## src/rtl/serial_adder_pkg.sv

```systemverilog
// Shared types and helpers for the nibble-serial adder.
package serial_adder_pkg;

  localparam int NIBBLE_W = 4;

  typedef enum logic [1:0] {IDLE, RUN, DONE} sa_state_t;

  // Counter width for n slices; never narrower than one bit.
  function automatic int clog2(input int n);
    int r;
    r = 0;
    for (int i = 0; i < 31; i++)
      if ((1 << i) < n) r = i + 1;
    return (r < 1) ? 1 : r;
  endfunction

endpackage

```

## src/rtl/full_adder_cell.sv

```systemverilog
// Single-bit full adder cell; the ripple adder is built from these.
module full_adder_cell (
  input  logic a,
  input  logic b,
  input  logic ci,
  output logic s,
  output logic co
);
  assign s  = a ^ b ^ ci;
  assign co = (a & b) | (ci & (a ^ b));
endmodule

```

## src/rtl/nibble_adder.sv

```systemverilog
// 4-bit combinational ripple-carry adder made of full_adder_cell slices.
module nibble_adder
  import serial_adder_pkg::*;
(
  output logic [NIBBLE_W-1:0] sum,
  output logic                carry_out,
  input  logic [NIBBLE_W-1:0] a,
  input  logic [NIBBLE_W-1:0] b,
  input  logic                carry_in
);
  logic [NIBBLE_W:0] c;

  assign c[0]      = carry_in;
  assign carry_out = c[NIBBLE_W];

  for (genvar g = 0; g < NIBBLE_W; g++) begin : g_bit
    full_adder_cell u_fa (
      .a (a[g]),
      .b (b[g]),
      .ci(c[g]),
      .s (sum[g]),
      .co(c[g+1])
    );
  end
endmodule

```

## src/rtl/serial_word_adder.sv

```systemverilog
// Nibble-serial wide adder: one shared 4-bit adder walks the word LSB-first.
// Optional subtract mode is enabled by defining SERIAL_ADD_SUB_EN.
module serial_word_adder
  import serial_adder_pkg::*;
#(
  parameter  int NIBBLES = 4,
  localparam int W       = NIBBLE_W * NIBBLES
) (
  input  logic         clk,
  input  logic         reset,
  input  logic         start,
  input  logic [W-1:0] a,
  input  logic [W-1:0] b,
  input  logic         carry_in,
`ifdef SERIAL_ADD_SUB_EN
  input  logic         sub,
`endif
  output logic         ready,
  output logic [W-1:0] sum,
  output logic         carry_out,
  output logic         done
);
  localparam int IDX_W = clog2(NIBBLES);

  sa_state_t           state_q, state_d;
  logic [IDX_W-1:0]    idx_q;
  logic [W-1:0]        a_q, b_q, sum_q;
  logic                carry_q, cout_q;
  logic                last;
  logic [NIBBLE_W-1:0] nib_a, nib_b, nib_sum;
  logic                nib_co;
  logic                init_carry;
  logic                inv_b;

`ifdef SERIAL_ADD_SUB_EN
  logic sub_q;
  always_ff @(posedge clk or posedge reset)
    if (reset)                          sub_q <= 1'b0;
    else if (state_q == IDLE && start) sub_q <= sub;
  assign inv_b      = sub_q;
  // Two's complement: ~B plus an initial carry of one.
  assign init_carry = sub ? 1'b1 : carry_in;
`else
  assign inv_b      = 1'b0;
  assign init_carry = carry_in;
`endif

  assign last  = (idx_q == IDX_W'(NIBBLES - 1));
  assign nib_a = a_q[int'(idx_q)*NIBBLE_W +: NIBBLE_W];
  assign nib_b = b_q[int'(idx_q)*NIBBLE_W +: NIBBLE_W] ^ {NIBBLE_W{inv_b}};

  nibble_adder u_add (
    .sum      (nib_sum),
    .carry_out(nib_co),
    .a        (nib_a),
    .b        (nib_b),
    .carry_in (carry_q)
  );

  always_ff @(posedge clk or posedge reset)
    if (reset) state_q <= IDLE;
    else       state_q <= state_d;

  always_comb begin
    state_d = state_q;
    case (state_q)
      IDLE:    if (start) state_d = RUN;
      RUN:     if (last)  state_d = DONE;
      DONE:    state_d = IDLE;
      default: state_d = IDLE;
    endcase
  end

  always_comb begin
    ready     = (state_q == IDLE);
    done      = (state_q == DONE);
    sum       = sum_q;
    carry_out = cout_q;
  end

  always_ff @(posedge clk or posedge reset) begin
    if (reset) begin
      idx_q   <= '0;
      a_q     <= '0;
      b_q     <= '0;
      carry_q <= 1'b0;
      sum_q   <= '0;
      cout_q  <= 1'b0;
    end else begin
      case (state_q)
        IDLE: if (start) begin
          a_q     <= a;
          b_q     <= b;
          carry_q <= init_carry;
          idx_q   <= '0;
        end
        RUN: begin
          sum_q[int'(idx_q)*NIBBLE_W +: NIBBLE_W] <= nib_sum;
          carry_q <= nib_co;
          if (last) cout_q <= nib_co;
          else      idx_q  <= idx_q + 1'b1;
        end
        default: ;
      endcase
    end
  end
endmodule
```

## config.mk

```make
export PLATFORM = sky130hd
export DESIGN_NAME = serial_word_adder
export DESIGN_NICKNAME = d
export VERILOG_FILES = /design/src/rtl/serial_adder_pkg.sv /design/src/rtl/full_adder_cell.sv /design/src/rtl/nibble_adder.sv /design/src/rtl/serial_word_adder.sv
export SDC_FILE = /design/constraint.sdc
export NUM_CORES = 1
export LEC_CHECK = 0
export BUFFER_PORTS_ARGS = -buffer_cell sky130_fd_sc_hd__buf_2
export CORE_UTILIZATION = 41
export DETAILED_ROUTE_END_ITERATION = 10
export GPL_TIMING_DRIVEN = 0
export PLACE_DENSITY = 0.7
export RECOVER_POWER = 50
export SETUP_SLACK_MARGIN = 0.3
export SYNTH_ARGS = -nofsm -noshare
export SYNTH_HDL_FRONTEND = slang
export SYNTH_HIERARCHICAL = 1
export SYNTH_SLANG_ARGS = --single-unit
```

## constraint.sdc

```tcl
create_clock -name clk -period 3.52 [get_ports clk]
set_input_delay 0.528 -clock clk [delete_from_list [all_inputs] [get_ports clk]]
set_output_delay 0.528 -clock clk [all_outputs]
set_load 0.005 [all_outputs]
```

# Word-level counts from Yosys, hierarchy flattened
# Cells that the tools add are included.
# totals
word_cells,55
output_inout_bits,19
ff_bits,54
inputBits,36
# classes
muxes,9
bitwise_logic,20
n_eq_ne,6
addsub,2
n_reduce_logical,7
shifts,4
# op_table
operator,count
negation 4 -> 33 bit,1
"variable shift 4 x 33 -> 16 bit, first input constant",1
indexed part select 4 x 33 -> 16 bit,1
indexed part select 16 x 5 -> 4 bit,2
bitwise mux 16 bit,1
AND 1 bit,8
two-way mux 2 bit,4
case mux 2 bit (2 select lines),2
AND reduction 2 bit,4
bitwise XOR 1 bit,8
"!= test 2 bit, second input constant",3
"equality test 2 bit, second input constant",2
OR 1 bit,4
AND reduction 3 bit,1
"adder 2 x 1 -> 2 bit, second input constant",1
"equality test 2 x 1 -> 1 bit, second input constant",1
zero test 2 bit,1
case mux 1 bit (2 select lines),1
nonzero test 2 bit,1
two-way mux 1 bit,1

# Depth between registers and ports, before layout
# Gate-level depths: netlist (run 1).
# logic_depth
word_depth,11
ltp_mapped,8
depth_no_buf,7

# Modules after synthesis
# The synthesis (run 1) kept the hierarchy.
# modules_own_cells
mod,area_per_inst_um2,cells_per_inst,instances,seq_area_each_um2
serial_word_adder,2408.6,154,1,1351.3
full_adder_cell,20.0,1,4,0.0

# Worst setup path before layout (run 1)
# OpenSTA, ideal clock, no wires.
# synth_timing
path_kind,flip-flop to flip-flop
startpoint,register idx_q[1]
endpoint,register sum_q[11] (netlist: sum[11])
required_ns,3.399
synth_period_minus_slack_ns,3.254
path_buffers,1
setup_ns,0.121
setup_slack_ns,0.266
arrival_ns,3.133
path_stages_with_launch,8
cell_sequence,dfrtp_1 > clkbuf_1 > mux4_2 > fa_1 > fa_1 > fa_1 > fa_1 > a22o_1
# synth_between
elab_chain_cells,11
word_cells_on_any_way,23
cone_classes,1 x add/sub; 4 x shift; 1 x mux; 17 x bitwise
# synth_rtl
element,line_no,rtl
from (decl),serial_word_adder.sv:26,logic [IDX_W-1:0] idx_q;
from (signal assigned),serial_word_adder.sv:101,else idx_q <= idx_q + 1'b1;
indexed part select 16 x 5 -> 4 bit (*),serial_word_adder.sv:49,assign nib_a = a_q[int'(idx_q)*NIBBLE_W +: NIBBLE_W];
via nib_a[0],serial_word_adder.sv:30,"logic [NIBBLE_W-1:0] nib_a, nib_b, nib_sum;"
bitwise XOR 1 bit,full_adder_cell.sv:10,assign co = (a & b) | (ci & (a ^ b));
AND 1 bit,full_adder_cell.sv:10,
OR 1 bit (*),full_adder_cell.sv:10,
via u_add.c[1],nibble_adder.sv:11,logic [NIBBLE_W:0] c;
AND 1 bit (*),full_adder_cell.sv:10,
OR 1 bit (*),full_adder_cell.sv:10,
via u_add.c[2],nibble_adder.sv:11,
AND 1 bit (*),full_adder_cell.sv:10,
OR 1 bit (*),full_adder_cell.sv:10,
via u_add.c[3],nibble_adder.sv:11,
bitwise XOR 1 bit (*),full_adder_cell.sv:9,assign s = a ^ b ^ ci;
via nib_sum[3],serial_word_adder.sv:30,
indexed part select 4 x 33 -> 16 bit (*),serial_word_adder.sv:98,sum_q[int'(idx_q)*NIBBLE_W +: NIBBLE_W] <= nib_sum;
bitwise mux 16 bit (*),serial_word_adder.sv:98,
"to (signal, indexed assignment)",serial_word_adder.sv:98,
to (decl),serial_word_adder.sv:27,"logic [W-1:0] a_q, b_q, sum_q;"
# The timed path passes the listed nets; every way through them passes the cells marked *.
# A chain may end at the register's enable or synchronous reset.

# Worst setup path in the final report (run 1)
# layout_timing
startpoint,register idx_q[1]
endpoint,register sum_q[7] (netlist: sum[7])
# Same word-level chain as after synthesis.

==> results of run 1 <==
-- sequential cells by signal, summed over array words and instances (netlist names) --
signal,cells
a_q,16
b_q,16
carry_out,1
carry_q,1
idx_q,2
state_q,2
sum,16
-- final cells by class --
cell class | count | share of cell area
buffer | 7 | 0.0286
tap | 75 | 0.0311
clock inverter | 2 | 0.00539
clock buffer | 6 | 0.0274
sequential | 54 | 0.448
inverter | 5 | 0.00622
multi-input combinational | 92 | 0.353
timing repair buffer | 57 | 0.100
-- through the flow --
step,power [W],util
after floorplan,0.00206,-
after global placement,0.00246,0.485
after detailed placement,0.00252,0.489
after CTS,0.00295,0.511
after global routing,0.00318,0.513
final,0.00295,0.513
-- cells in the final DEF (no fill, tap or decap) --
cell type	n
nor2b_1	1
ha_1	6
nor3b_1	2
buf_4	3
inv_1	5
and3b_1	1
mux2_2	12
mux2_1	22
a22oi_1	1
a22o_1	16
inv_6	1
buf_2	52
and4b_1	2
clkbuf_8	7
nand2_1	3
clkinvlp_4	1
nor3b_4	1
fa_1	1
dfrtp_2	1
nand3b_4	1
buf_6	4
and2b_1	1
and2_0	1
nand3b_1	1
fa_2	3
a31oi_1	1
o21ai_1	1
nor4b_4	1
nor4b_2	1
buf_12	2
clkbuf_1	2
nor2_1	4
dfrtp_1	53
o21ai_0	1
mux4_2	8
-- cell families after synthesis --
kind of cell               Yosys count  synth area share
DFF                                 54             0.543
muxes                               42             0.226
AOI/OAI and AO/OA                   20            0.0659
and+or+nand+nor                     20            0.0704
buffers and inverters               12            0.0322
adders and majority gates           10            0.0623
-- timing repair --
action | 4_1_cts | 5_1_grt
buffers inserted | 2 | 0
setup endpoints to repair | 6 | 5
pin swaps | 0 | 1
gates resized for setup | 6 | 4
-- power breakdown --
group	internal, W	total, W	switching (W)
Sequential	0.000897	0.00104	0.000139
Clock	0.000162	0.000371	0.000209
Combinational	0.000791	0.00154	0.000752
Total	0.00185	0.00295	0.00110
-- how the worst max path moves through the flow --
stage,endpoint,slack [ps]
floorplan,sum[11],380
global placement,sum[15],60
detailed placement,sum[15],30
CTS,sum[3],300
global route,sum[15],310
finish,sum[7],380
-- layer usage --
metal / vias up / GRT usage / routed length, um
li1: 707 / - / -
met1: 752 / 0.224 / 2170
met2: 43 / 0.276 / 2270
met3: 7 / 0.0366 / 214
met4: 0 / 0.0589 / 65
met5: - / 0 / 0
-- worst max-delay path, cell delays in order (launching register included) --
cell	delay (ps)
dfrtp_1	380
clkbuf_8	190
mux4_2	530
fa_1	470
fa_2	370
fa_2	360
fa_2	510
a22o_1	220
==> key figures, run 1 <==
Synthesis
  – Syn Std Cell Area: 2490 um^2
  – Top cell type's share of synthesized area: 0.543
  – Synth cell types: 28
  – Net Count, Synth: 204
  – Synth warn: 6
  – Part of the Yosys area used for sequential elements: 0.543
  – Post-synth EDFFs: 0
  – Most common cell in the synthesized netlist: dfrtp_1
  – Async set-or-reset flop fraction in the synthesized netlist: 1.00
  – Synth Register Bits: 54
  – Avg Cell Area, Syn: 15.8 um^2
  – Main synth FF type: dfrtp_1
  – Cell count after synthesis: 158
  – Synth area leader: dfrtp_1
  – Top cells by count, synth: 54 x dfrtp_1, 22 x mux2_1, 16 x a22o_1
  – Synth area leaders: dfrtp_1 54%, mux2_1 10%, mux4_2 7.2%

Placed design
  – Area after DPL: 2880 um^2
  – IO Port Bufs: 54
  – Placement-stage worst setup slack: 29.0 ps
  – Post-Place Cells: 288
  – RD Place Congestion: 0.731
  – Hpwl dp: 3500 um

Critical path
  – R2r worst-path depth: 7
  – Kind of critical path: flip-flop to flip-flop
  – Critical Path End Type: flip-flop
  – CP Max Fanout: 9
  – RR Startpoint: idx_q[1]
  – Worst Setup SP: idx_q[1]
  – Worst setup SP type: flip-flop
  – Worst reg2reg endpoint: sum[7]
  – Crit path DAT: 3340 ps
  – R2r setup slk: 380 ps
  – Worst EP required: 3720 ps

Final layout
  – Sequential Area: 1350 um^2
  – Final-stage net count: 268
  – Share of layout cells above drive strength 1: 0.439
  – Ant diodes: 0
  – # fillers: 514
  – Post-route cell area: 3020 um^2
  – Post-Layout Cell Count: 298
  – P&R area growth vs syn: 21.3%
  – Area of the multi-input gates: 1060 um^2

Timing
  – Skew final: 11.3 ps
  – Final Setup Violations: 0
  – Final hold vios: 0
  – Relative max-transition margin: 0.653
  – Fmax: 318 MHz
  – Fin crit share: 0.892
  – Setup slack after layout: 380 ps
  – Hold_ws: 236 ps
  – Setup_tns: 0 ps
  – Slew @ Worst Pin: 519 ps
  – Unrepaired setup endpoints after global routing: no
  – Final Max Tran Viols: 0
  – Final Critical Period: 3140 ps

Clocking
  – Clk sinks: 54
  – Clk buf depth: 2
  – CTS tree: built
  – Hold-fix buffers at CTS: 0
  – Clock Root Buffer: clkbuf_8
  – Worst skew pair latency: 310 ps
  – Number of buffers created by CTS: 5
  – Worst-path clk slew: 100 ps
  – H-Tree Depth: 2

Floorplan
  – DIE WIDTH: 79.9 um
  – Initial Util: 0.423
  – Die Area: 6390 um^2
  – Row count: 28
  – Chip height: 79.9 um
  – Core Box Area: 5890 um^2
  – IO Count: 55

Detailed routing
  – Post-route DRC violation count: 0
  – Routed wire length: 4720 um
  – Vias post-DR: 1509
  – WL per Instance: 15.8 um
  – Routed Antenna Nets: 0
  – Via/cell ratio: 5.06
  – Initial DRC Count: 64
  – Detailed Routing Iterations Pass 1: 4

Run
  – Max cap viols: 0

GRT
  – Total grt overflow: 0
  – Vias in the first global route: 1634
  – GRT Overall Usage: 0.170
  – First-pass GRT wire length: 8090 um
  – Largest net degree at the start of global routing: 43
  – Initial antenna violation count: 0

Power and ir drop
  – Max VDD drop: 546 uV
  – Static Leak: 1.42 nW
  – Power density over cell area: 978 nW/um^2

Min path
  – Worst hold path class: input pin to async pin

Outcome
  – Status: finished clean
No activity file was read; power rests on OpenSTA's default activity.
==> run 2: changes to the inputs <==
SYNTH_HIERARCHICAL = not set   (was 1)
==> key figures, run 2 <==
Synthesis
  – Cell count after synthesis: 170 (+7.6%)
  – Syn Std Cell Area: 2600 um^2 (+4.6%)
  – Synth area leaders: dfrtp_1 52%, mux2_2 11%, mux4_2 6.9%
  – Async set-or-reset flop fraction in the synthesized netlist: 1.00 (unchanged)
  – Synth cell types: 28 (unchanged)
  – Top cells by count, synth: 54 x dfrtp_1, 25 x mux2_2, 12 x a32o_1
  – Synth warn: 0 (-6)
  – Net Count, Synth: 216 (+5.9%)
  – Synth Register Bits: 54 (unchanged)
  – Main synth FF type: dfrtp_1
  – Post-synth EDFFs: 0 (unchanged)
  – Part of the Yosys area used for sequential elements: 0.519 (-0.0238)
  – Most common cell in the synthesized netlist: dfrtp_1
  – Avg Cell Area, Syn: 15.3 um^2 (-2.8%)
  – Top cell type's share of synthesized area: 0.519 (-0.0238)
  – Synth area leader: dfrtp_1

Final layout
  – P&R area growth vs syn: 20.8%
  – Ant diodes: 0 (unchanged)
  – Post-route cell area: 3140 um^2 (+4.2%)
  – Leading cell type in the layout, fill and taps excluded: buf_2
  – Commonest non-fill, non-tap cells in the layout: 54 x buf_2, 53 x dfrtp_1, 25 x mux2_2, 12 x a32o_1
  – # fillers: 542 (+5.4%)
  – Final-stage net count: 284 (+6.0%)
  – Share of layout cells above drive strength 1: 0.506 (+0.0668)

Placed design
  – Area after DPL: 3000 um^2 (+4.3%)
  – Hpwl dp: 3840 um (+9.7%)
  – RD Place Congestion: 0.751 (+2.8%)
  – IO Port Bufs: 54 (unchanged)

Critical path
  – Critical-path cell list: buf_6 > mux4_2 > fa_1 > fa_2 > fa_2 > fa_2 > and2_1 > a32o_1
  – CP dominant cell by count: fa_2
  – Critical Path Slowest Stage Cell: mux4_2
  – Worst EP required: 3730 ps (about the same)
  – Critical Path End Type: flip-flop
  – RR Startpoint: idx_q[0]
  – Worst path bufs/invs: 1 (unchanged)
  – Worst Setup SP: idx_q[0]
  – Crit path to: sum[3]
  – Crit path max-delay family: adder cells
  – Crit path DAT: 3330 ps (about the same)
  – Worst setup SP type: flip-flop
  – Critical Path Stages: 8 (+1)
  – Kind of critical path: flip-flop to flip-flop
  – Worst reg2reg endpoint: sum[3]
  – R2r worst-path depth: 8 (+1)
  – Largest stage delay, worst path: 530 ps (about the same)
  – CP Max Fanout: 4 (-5)
  – R2r setup slk: 400 ps (+20 ps)

Floorplan
  – DIE WIDTH: 81.7 um (+2.2%)
  – Core Box Area: 6030 um^2 (+2.4%)
  – Row count: 28 (unchanged)
  – Initial Util: 0.432 (+0.00906)
  – Chip height: 81.7 um (+2.2%)
  – IO Count: 55 (unchanged)
  – Die Area: 6670 um^2 (+4.5%)

GRT
  – Largest net degree at the start of global routing: 29 (-33%)
  – Initial antenna violation count: 0 (unchanged)
  – Vias in the first global route: 1688 (+3.3%)
  – GRT Overall Usage: 0.179 (+0.00902)
  – First-pass GRT wire length: 8540 um (+5.5%)
  – Total grt overflow: 0 (unchanged)

Timing
  – Skew final: 4.31 ps (-6.98 ps)
  – Final Setup Violations: 0 (unchanged)
  – Final hold vios: 0 (unchanged)
  – Slew @ Worst Pin: 1460 ps (+938 ps)
  – Final Max Tran Viols: 0 (unchanged)
  – Setup_tns: 0 ps (unchanged)
  – Fin crit share: 0.888 (-0.00428)
  – Unrepaired setup endpoints after global routing: no
  – Hold_ws: 441 ps (+205 ps)
  – Fmax: 320 MHz (+0.48%)
  – Final Critical Period: 3120 ps (-15.1 ps)
  – Relative max-transition margin: 0.0287 (-0.625)

Power and ir drop
  – Max VDD drop: 623 uV (+14%)
  – Static Leak: 1.46 nW (+2.6%)
  – Power density over cell area: 1030 nW/um^2 (+5.0%)

Detailed routing
  – Detailed Routing Iterations Pass 1: 4 (unchanged)
  – Routed wire length: 5310 um (+12%)
  – Vias post-DR: 1657 (+9.8%)
  – Routed Antenna Nets: 0 (unchanged)
  – Post-route DRC violation count: 0 (unchanged)
  – Initial DRC Count: 65 (+1.6%)
  – WL per Instance: 16.9 um (+6.7%)
  – Via/cell ratio: 5.28 (+4.2%)

Clocking
  – Worst skew pair latency: 310 ps (about the same)
  – CTS tree: built
  – Clk sinks: 54 (unchanged)
  – Worst-path clk slew: 100 ps (about the same)
  – Clk buf depth: 2 (unchanged)
  – Hold-fix buffers at CTS: 0 (unchanged)
  – Clock Root Buffer: clkbuf_8
  – Number of buffers created by CTS: 5 (unchanged)
  – H-Tree Depth: 2 (unchanged)

Outcome
  – Status: finished clean

Min path
  – Worst hold path class: input pin to flip-flop

Run
  – Max cap viols: 0 (unchanged)
-- run 2: cell families after synthesis --
| group | after synthesis | synth area share |
|---|---|---|
| AO/OA/AOI/OAI | 21 | 0.0755 |
| adder cells (fa/ha/maj) | 10 | 0.0596 |
| buffers and inverters | 16 | 0.0370 |
| flip-flops | 54 | 0.519 |
| multiplexers | 41 | 0.224 |
| AND/OR/NAND/NOR | 28 | 0.0851 |
-- run 2: layer usage --
metal | part of all wire | vias to the layer above | track usage
met1 | 0.45 | 824 | 0.230
met3 | 0.050 | 8 | 0.0356
met5 | 0 | - | 0
met4 | 0.017 | 0 | 0.0596
li1 | - | 777 | -
met2 | 0.48 | 48 | 0.301
-- run 2: worst reg2reg max path, cell delays in order, from the launching register on --
cell     delay (ps)
dfrtp_1         370
buf_6           130
mux4_2          530
fa_1            420
fa_2            350
fa_2            340
fa_2            470
and2_1          180
a32o_1          240
-- run 2: worst min-delay path by stage --
| stage | from | end | slack [ps] | cells after the start |
|---|---|---|---|---|
| 6_report | b[12] | b_q[12] | 440 | 2 |
| 5_1_grt | b[3] | b_q[3] | 430 | 2 |
| 4_1_cts | reset | a_q[14] | 300 | 2 |
| 3_5_place_dp | sum[10] | sum[10] | 480 | 1 |
| 3_3_place_gp | sum[9] | sum[9] | 470 | 1 |
| 2_1_floorplan | a_q[10] | a_q[10] | 480 | 1 |
-- run 2: timing repair --
| item | in CTS | in global routing |
|---|---|---|
| gates resized for setup | 4 | 1 |
| buffers inserted | 5 | 1 |
| pin swaps | 1 | 0 |
| setup endpoints to repair | 5 | 3 |
-- run 2: power by group --
group          internal, W  switching [W]  total (W)  leakage [nW]
combinational     0.000976       0.000843    0.00182         0.743
clock             0.000159       0.000206   0.000365        0.0472
sequential        0.000896       0.000150    0.00105         0.669
total              0.00203        0.00120    0.00323          1.46
-- run 2: layout make-up --
| cell class | instances | area [um^2] | area share |
|---|---|---|---|
| plain buffers | 10 | 92.6 | 0.0294 |
| flip-flops and latches | 54 | 1350 | 0.430 |
| repair buffers | 61 | 325 | 0.103 |
| clock buffers | 6 | 82.6 | 0.0263 |
| clock inverters | 2 | 12.5 | 0.00398 |
| well taps | 75 | 93.8 | 0.0298 |
| inverters | 6 | 22.5 | 0.00716 |
| multi-input cells | 100 | 1160 | 0.370 |
-- run 2: per-stage QoR --
step	total power (W)	setup WS, ps	utilization	cells
global route	0.00345	325	0.522	314
finish	0.00323	395	0.522	314
detailed placement	0.00276	15.7	0.498	300
global placement	0.00271	27.4	0.495	299
CTS	0.00323	307	0.522	313
floorplan	0.00223	305	-	170
==> run 3: changes to the inputs <==
clock period = 3.5 ns   (was 3.52 ns; I/O delays follow)
==> key figures, run 3 (synthesis gave the netlist of run 2 again) <==
Clocking
  – Hold-fix buffers at CTS: 0 (unchanged)
  – Worst-path clk slew: 100 ps (about the same)
  – Clk buf depth: 2 (unchanged)
  – Number of buffers created by CTS: 5 (unchanged)
  – Clock Root Buffer: clkbuf_8
  – Clk sinks: 54 (unchanged)
  – CTS tree: built
  – Worst skew pair latency: 310 ps (about the same)
  – H-Tree Depth: 2 (unchanged)

Timing
  – Hold_ws: 276 ps (-165 ps)
  – Slew @ Worst Pin: 2050 ps (+592 ps)
  – Fin crit share: 0.905 (+0.0169)
  – Final Critical Period: 3170 ps (+41.3 ps)
  – Final Max Tran Viols: 39 (+39)
  – Setup_tns: 0 ps (unchanged)
  – Relative max-transition margin: -0.366 (-0.395)
  – Final hold vios: 0 (unchanged)
  – Fmax: 316 MHz (-1.3%)
  – Skew final: 8.09 ps (+3.78 ps)
  – Setup slack after layout: 334 ps (-61.3 ps)
  – Final Setup Violations: 0 (unchanged)
  – Unrepaired setup endpoints after global routing: yes

Floorplan
  – IO Count: 55 (unchanged)
  – DIE WIDTH: 81.7 um (unchanged)
  – Row count: 28 (unchanged)
  – Die Area: 6670 um^2 (unchanged)
  – Chip height: 81.7 um (unchanged)
  – Core Box Area: 6030 um^2 (unchanged)
  – Initial Util: 0.432 (unchanged)

Placed design
  – Hpwl dp: 3650 um (-5.0%)
  – Placement-stage worst setup slack: 40.6 ps (+24.9 ps)
  – IO Port Bufs: 54 (unchanged)
  – RD Place Congestion: 0.761 (+1.3%)

Critical path
  – CP Max Fanout: 10 (+6)
  – Crit path DAT: 3370 ps (+40 ps)
  – Largest stage delay, worst path: 520 ps (about the same)
  – RR Startpoint: idx_q[1]
  – Worst reg2reg endpoint: sum[3]
  – CP dominant cell by count: fa_2
  – R2r setup slk: 330 ps (-60 ps)
  – Kind of critical path: flip-flop to flip-flop
  – Worst EP required: 3700 ps (-30 ps)
  – Critical Path Slowest Stage Cell: mux4_2
  – Critical-path cell list: buf_8 > mux4_2 > fa_1 > fa_2 > fa_2 > fa_2 > and2_1 > a32o_1
  – Crit path to: sum[3]
  – Critical Path End Type: flip-flop
  – R2r worst-path depth: 8 (unchanged)
  – Worst setup SP type: flip-flop
  – Worst Setup SP: idx_q[1]

Detailed routing
  – Post-route DRC violation count: 0 (unchanged)
  – Routed Antenna Nets: 0 (unchanged)
  – Detailed Routing Iterations Pass 1: 4 (unchanged)
  – Routed wire length: 5260 um (-0.87%)
  – Via/cell ratio: 5.32 (+0.89%)
  – Initial DRC Count: 148 (+130%)
  – WL per Instance: 16.7 um (-1.2%)
  – Vias post-DR: 1677 (+1.2%)

GRT
  – GRT Overall Usage: 0.182 (+0.00292)
  – Initial antenna violation count: 0 (unchanged)
  – Vias in the first global route: 1819 (+7.8%)
  – Total grt overflow: 0 (unchanged)
  – Largest net degree at the start of global routing: 39 (+34%)
  – First-pass GRT wire length: 8800 um (+3.2%)

Final layout
  – Sequential Area: 1350 um^2 (unchanged)
  – P&R area growth vs syn: 20.7% (about the same)
  – Commonest non-fill, non-tap cells in the layout: 53 x buf_2, 53 x dfrtp_1, 25 x mux2_2, 12 x a32o_1
  – Ant diodes: 0 (unchanged)
  – # fillers: 541 (-0.18%)
  – Area of the multi-input gates: 1160 um^2 (unchanged)
  – Final-stage net count: 285 (+0.35%)
  – Share of layout cells above drive strength 1: 0.508 (+0.00206)

Run
  – Max cap viols: 1 (+1)

Power and ir drop
  – Max VDD drop: 595 uV (-4.4%)
  – Static Leak: 1.46 nW (+0.11%)
  – Power density over cell area: 1030 nW/um^2 (+0.27%)

Min path
  – Worst hold path class: input pin to async pin

Outcome
  – Failing checks: capacitance limit, slew limit
  – Status: finished, violations left
-- run 3: area by class of cell --
class / instances / area share
Sequential cell: 54 / 0.431
Inverter: 6 / 0.00717
Tap cell: 75 / 0.0299
Buffer: 10 / 0.0295
Clock buffer: 6 / 0.0263
Clock inverter: 2 / 0.00398
Timing Repair Buffer: 62 / 0.103
Multi-Input combinational cell: 100 / 0.370
-- run 3: stage by stage --
| stage | cells | utilization | power [W] | area (um^2) |
|---|---|---|---|---|
| 6_report | 315 | 0.521 | 0.00324 | 3140 |
| 5_1_grt | 315 | 0.521 | 0.00347 | 3140 |
| 4_1_cts | 311 | 0.519 | 0.00322 | 3130 |
| 3_5_place_dp | 300 | 0.499 | 0.00276 | 3000 |
| 3_3_place_gp | 299 | 0.495 | 0.00273 | 2980 |
| 2_1_floorplan | 170 | - | 0.00225 | 2620 |
-- run 3: how the worst min path moves through the flow --
| stage | slack (ps) | start | to |
|---|---|---|---|
| 5_1_grt | 330 | reset | sum[13] |
| 3_5_place_dp | 470 | sum[9] | sum[9] |
| 2_1_floorplan | 480 | a_q[10] | a_q[10] |
| 4_1_cts | 180 | reset | sum[13] |
| 3_3_place_gp | 470 | sum[9] | sum[9] |
| 6_report | 280 | reset | sum[12] |
-- run 3: where the power goes --
group	total (W)	leakage, nW	internal, W	switching, W
Sequential	0.00105	0.669	0.000901	0.000148
Clock	0.000369	0.0472	0.000160	0.000209
Combinational	0.00182	0.745	0.000977	0.000841
Total	0.00324	1.46	0.00204	0.00120
-- run 3: what timing repair did --
item,in CTS,in global routing
resized for setup,3,1
cloned,0,0
endpoints found under the setup margin,4,4
pin swaps,1,0
buffers inserted,3,4
-- run 3: critical path: cells and delay by family (launching register included) --
kind                     cells  cell delay, ps
AND/OR/NAND/NOR              1             180
multiplexers                 1             520
AO/OA/AOI/OAI                1             250
flip-flops                   1             400
buffers and inverters        1             150
adder cells (fa/ha/maj)      4            1540
-- run 3: metal layers --
layer  part of all wire  global-route usage  vias to the layer above
met5                  0                   0                        -
met4              0.016              0.0737                        0
met3              0.050              0.0333                        8
met2               0.46               0.297                       54
met1               0.47               0.238                      835
li1                   -                   -                      780
